**config.mk**
```make
export PLATFORM = sky130hd
export DESIGN_NAME = axi4_b_err_merger
export DESIGN_NICKNAME = d
export VERILOG_FILES = /design/src/rtl/axi4_b_err_merger.sv
export SDC_FILE = /design/constraint.sdc
export NUM_CORES = 1
export LEC_CHECK = 0
export BUFFER_PORTS_ARGS = -buffer_cell sky130_fd_sc_hd__buf_4
export CELL_PAD_IN_SITES_DETAIL_PLACEMENT = 1
export CELL_PAD_IN_SITES_GLOBAL_PLACEMENT = 1
export CORE_MARGIN = 2
export CORE_UTILIZATION = 30
export CTS_BUF_LIST = sky130_fd_sc_hd__clkbuf_8
export DETAILED_ROUTE_END_ITERATION = 7
export GPL_ROUTABILITY_DRIVEN = 1
export PLACE_DENSITY = 0.65
export SKIP_CTS_REPAIR_TIMING = 1
export SYNTH_ARGS = -nofsm -noshare
export SYNTH_HDL_FRONTEND = slang
export SYNTH_SLANG_ARGS = --single-unit
```
**constraint.sdc**
```tcl
create_clock -name axi4_aclk -period 2.7 [get_ports axi4_aclk]
set_input_delay 0.135 -clock axi4_aclk [delete_from_list [all_inputs] [get_ports axi4_aclk]]
set_output_delay 0.135 -clock axi4_aclk [all_outputs]
set_load 0.02 [all_outputs]
```
**src/rtl/axi4_b_err_merger.sv**
```systemverilog
// Merges forwarded AXI4 B responses with locally generated SLVERR responses
// for dropped write bursts, behind a single registered output slot.
module axi4_b_err_merger #(
    parameter int AXI_ID_WIDTH   = 4,
    parameter int AXI_USER_WIDTH = 4,
    parameter int ERR_DEPTH      = 4
) (
    input  logic                          axi4_aclk,
    input  logic                          axi4_arst,
    input  logic                          drop_valid,
    input  logic [AXI_ID_WIDTH-1:0]       drop_id,
    input  logic [AXI_USER_WIDTH-1:0]     drop_user,
    output logic                          drop_ready,
    input  logic                          wdone,
    input  logic [AXI_ID_WIDTH-1:0]       m_axi4_bid,
    input  logic [1:0]                    m_axi4_bresp,
    input  logic [AXI_USER_WIDTH-1:0]     m_axi4_buser,
    input  logic                          m_axi4_bvalid,
    output logic                          m_axi4_bready,
    output logic [AXI_ID_WIDTH-1:0]       s_axi4_bid,
    output logic [1:0]                    s_axi4_bresp,
    output logic [AXI_USER_WIDTH-1:0]     s_axi4_buser,
    output logic                          s_axi4_bvalid,
    input  logic                          s_axi4_bready,
    output logic [$clog2(ERR_DEPTH):0]    err_pending
);

    localparam int PW = $clog2(ERR_DEPTH);
    localparam int CW = PW + 1;
    localparam logic [CW-1:0] DEPTH_C = CW'(ERR_DEPTH);
    localparam logic [1:0] RESP_SLVERR = 2'b10;

    logic [AXI_ID_WIDTH-1:0]   r_mem_id   [ERR_DEPTH];
    logic [AXI_USER_WIDTH-1:0] r_mem_user [ERR_DEPTH];
    logic [PW-1:0]             r_wptr;
    logic [PW-1:0]             r_rptr;
    logic [CW-1:0]             r_count;
    logic [CW-1:0]             r_done;
    logic                      r_last_err;
    logic                      r_bvalid;
    logic [AXI_ID_WIDTH-1:0]   r_bid;
    logic [1:0]                r_bresp;
    logic [AXI_USER_WIDTH-1:0] r_buser;

    logic w_slot_free;
    logic w_err_elig;
    logic w_gnt_err;
    logic w_gnt_fwd;
    logic w_push;
    logic w_pop;
    logic w_wdone_inc;

    assign w_slot_free = !r_bvalid || s_axi4_bready;
    assign w_err_elig  = (r_done != '0);

    // On a tie, r_last_err picks whichever source lost the previous load.
    assign w_gnt_err = w_slot_free && w_err_elig
                       && (!m_axi4_bvalid || !r_last_err);
    assign w_gnt_fwd = w_slot_free && m_axi4_bvalid
                       && (!w_err_elig || r_last_err);

    assign drop_ready    = (r_count < DEPTH_C) && !axi4_arst;
    assign m_axi4_bready = w_gnt_fwd && !axi4_arst;

    assign w_push      = drop_valid && drop_ready;
    assign w_pop       = w_gnt_err;
    assign w_wdone_inc = wdone && (r_done < r_count);

    always_ff @(posedge axi4_aclk) begin
        if (w_push) begin
            r_mem_id[r_wptr]   <= drop_id;
            r_mem_user[r_wptr] <= drop_user;
        end
    end

    always_ff @(posedge axi4_aclk or posedge axi4_arst) begin
        if (axi4_arst) begin
            r_wptr     <= '0;
            r_rptr     <= '0;
            r_count    <= '0;
            r_done     <= '0;
            r_last_err <= 1'b0;
        end else begin
            if (w_push) begin
                r_wptr <= r_wptr + PW'(1);
            end
            if (w_pop) begin
                r_rptr <= r_rptr + PW'(1);
            end
            r_count <= r_count + CW'(w_push) - CW'(w_pop);
            r_done  <= r_done + CW'(w_wdone_inc) - CW'(w_pop);
            if (w_gnt_err) begin
                r_last_err <= 1'b1;
            end else if (w_gnt_fwd) begin
                r_last_err <= 1'b0;
            end
        end
    end

    always_ff @(posedge axi4_aclk or posedge axi4_arst) begin
        if (axi4_arst) begin
            r_bvalid <= 1'b0;
            r_bid    <= '0;
            r_bresp  <= '0;
            r_buser  <= '0;
        end else if (w_slot_free) begin
            r_bvalid <= w_gnt_err || w_gnt_fwd;
            if (w_gnt_err) begin
                r_bid   <= r_mem_id[r_rptr];
                r_bresp <= RESP_SLVERR;
                r_buser <= r_mem_user[r_rptr];
            end else if (w_gnt_fwd) begin
                r_bid   <= m_axi4_bid;
                r_bresp <= m_axi4_bresp;
                r_buser <= m_axi4_buser;
            end
        end
    end

    assign s_axi4_bvalid = r_bvalid;
    assign s_axi4_bid    = r_bid;
    assign s_axi4_bresp  = r_bresp;
    assign s_axi4_buser  = r_buser;
    assign err_pending   = r_count;

endmodule

```
==> impl_metrics.csv <==
group,metric,value,unit
finish,nFillCells,825,
clocking,clkTransAtPathRegs,0.11,ns
sta,max_freq,451.4,MHz
yosys,synth_top_area_share,41.20,%
grt,grt_pass1_wl,7389,um
drt,ant_nets,0,
sta,slew-limit-headroom,41.39,%
sta,setup_ws,0.4847,ns
floorplan,row_count,32,
finish,final_cell_mix,"buf_4, edfxtp_1, dfrtp_1",
clocking,clock_path_buffers,2,
setup_path,critical_path_depth,8,
setup_path,r2r_cells,8,
finish,syn2layout_area_growth,22.59,%
yosys,netlist_area,2332,um2
placed_design,place_inst,298,
sta,final_hold_viol_count,0,
finish,final_area,2859,um2
floorplan,dieWidth,92.17,um
sta,period_share,82.05,%
setup_path,slowest_delay,0.49,ns
setup_path,cp-startpoint,"r_done[1]$_DFF_PP0_",
clocking,cts-root-buf,"clkbuf_8",
sta,setup_viol,0,
yosys,synth_top_area_cell,"edfxtp_1",
clocking,cts_inserted_buffers,5,
setup_path,endpoint_kind,"flip-flop",
clocking,clkSinkCount,54,
floorplan,start_util,30.50,%
sta,hold_slack,0.008130,ns
placed_design,gp_congestion,0.7434,
worst_hold_path,hp-class,"input pin to async pin",
grt,grt_max_degree,23,
setup_path,start_kind,"flip-flop",
setup_path,critPathMaxFanout,5,
sta,worstMarginPinSlew,0.8782,ns
drt,via_count,1389,
sta,rsz0062_at_grt,"no",
drt,drc,0,
setup_path,reg2reg_to,"r_done[2]$_DFF_PP0_",
placed_design,dpl_cell_area,2734,um2
sta,setup_tns,0,ns
drt,vias_per_cell,4.495,
finish,n_antenna_cell,0,
grt,antenna_found_initial,0,
drt,wl_per_cell,14.66,um
floorplan,dieArea,8495,um2
clocking,htree_levels,2,
setup_path,worst_ep_required_time,2.91,ns
grt,track_usage,11.58,%
yosys,ys_warn_count,0,
flow_run,max-cap-violations,0,
floorplan,ios,40,
yosys,ys_top_cells_by_area,"edfxtp_1, dfrtp_1, mux4_2",
clocking,cts_tree,"done",
setup_path,critPathArrivalTime,2.43,ns
drt,drt_wl_total,4531,um
placed_design,dp_slack,0.4757,ns
setup_path,cpLargestDelayFamily,"adder cells",
yosys,ys_seq_area_share,64.81,%
finish,stdcell_count,309,
yosys,syn-num-nets,194,
clocking,clkLatencyLatePin,0.32,ns
setup_path,cp-endpoint,"r_done[2]$_DFF_PP0_",
status,status,"finished, final reports clean",
power_and_ir_drop,vdd_drop_max,0.0002172,V
sta,slew_viol_final,0,
finish,fin_nets,240,
power_and_ir_drop,p_leak,1.137,nW
finish,layout_commonest_cell,"buf_4",
setup_path,critPathSlowestCell,"dfrtp_1",
placed_design,port_buffers,39,
sta,min_period,2.215,ns
setup_path,rrSetupSlack,0.48,ns
power_and_ir_drop,power,2.754,mW
placed_design,place_hpwl,3400,um
yosys,ys_seq_elements,54,
finish,utilization,37.39,%
grt,grt_overflow,0,
setup_path,path_class,"flip-flop to flip-flop",
setup_path,path_cells,"ha_1 > a21oi_1 > o21ai_0 > xnor2_1 > ha_1 > fa_1 > xor2_1 > xnor2_1",
floorplan,coreArea,7647,um2
setup_path,r2r_start,"r_done[1]$_DFF_PP0_",
yosys,synth_cell_types,30,
sta,skew,0.01443,ns
finish,drive_gt1_share,30.92,%
grt,grt_pass1_vias,1451,
power_and_ir_drop,power_density,963.3,nW/um2
yosys,syn_avg_cell_area,14.58,um2
setup_path,critical_path_buf_inv_count,0,
drt,drtIter0Drc,69,
floorplan,die_h,92.17,um
drt,first_pass_iters,4,
yosys,synthCells,160,
metal layers:
layer,GRT usage [%],vias up,share of wire (%)
li1,-,661,-
met5,0,-,0
met3,3.040,5,4.2
met2,18.63,32,49
met1,14.68,691,45
met4,5.224,0,1.8
where the power goes:
| group | internal [mW] | total (mW) | leakage [nW] | switching [mW] |
|---|---|---|---|---|
| clock network | 0.193 | 0.484 | 0.0495 | 0.290 |
| registers | 1.06 | 1.27 | 0.539 | 0.206 |
| logic | 0.503 | 1.00 | 0.549 | 0.496 |
worst min-delay path by stage:
| stage | slack [ns] | endpoint |
|---|---|---|
| after floorplan | 0.12 | err_pending[0]$_DFF_PP0_ |
| after global placement | 0.34 | r_mem_id[3][2]$_DFFE_PP_ |
| after detailed placement | 0.34 | r_mem_user[0][2]$_DFFE_PP_ |
| after CTS | -0.003 | r_mem_user[0][2]$_DFFE_PP_ |
| after global routing | 0.002 | r_mem_id[2][1]$_DFFE_PP_ |
| final | 0.008 | err_pending[2]$_DFF_PP0_ |
registers in the layout, summed over array words and instances (netlist names):
name / flops
r_mem_id: 16
r_mem_user: 16
s_axi4_bid: 4
s_axi4_buser: 4
err_pending: 3
r_done: 3
r_rptr: 2
r_wptr: 2
s_axi4_bresp: 2
r_last_err: 1
s_axi4_bvalid: 1
logic make-up (layout without fill, tap and decap cells):
logic type	after synthesis	count (layout)	synth area share (%)
compound gates	18	18	5.365
xor+xnor	9	9	3.380
fa+ha+maj	10	10	6.009
buf+inv	16	63	3.380
flops	54	54	64.81
mux	8	8	7.725
simple gates	45	45	9.335
Yosys cell counts, drive strengths merged:
cell	number
a211o	1
a211oi	1
a21oi	1
a31oi	9
and2	1
and3	4
buf	5
clkbuf	1
dfrtp	22
edfxtp	32
fa	2
ha	8
inv	10
mux4	8
nand2	20
nand2b	2
nor2	14
nor2b	2
nor3	1
nor4	1
o211ai	1
o21ai	4
o22a	1
xnor2	8
xor2	1
cell type report:
type | instances | area, um2 | share of cell area [%]
sequential | 54 | 1511 | 52.87
multi-input combinational | 90 | 742.0 | 25.95
timing repair buffer | 45 | 345.3 | 12.08
tap | 102 | 127.6 | 4.464
clock buffer | 5 | 68.82 | 2.407
inverter | 10 | 37.54 | 1.313
clock inverter | 3 | 26.28 | 0.9190
worst register-to-register path: cells and delay by family, from the launching register on:
kind,cells,cell delay (ns)
compound gates,2,0.30
fa+ha+maj,3,0.89
flops,1,0.49
xor+xnor,3,0.43
Power figures use the tool's default switching activity.
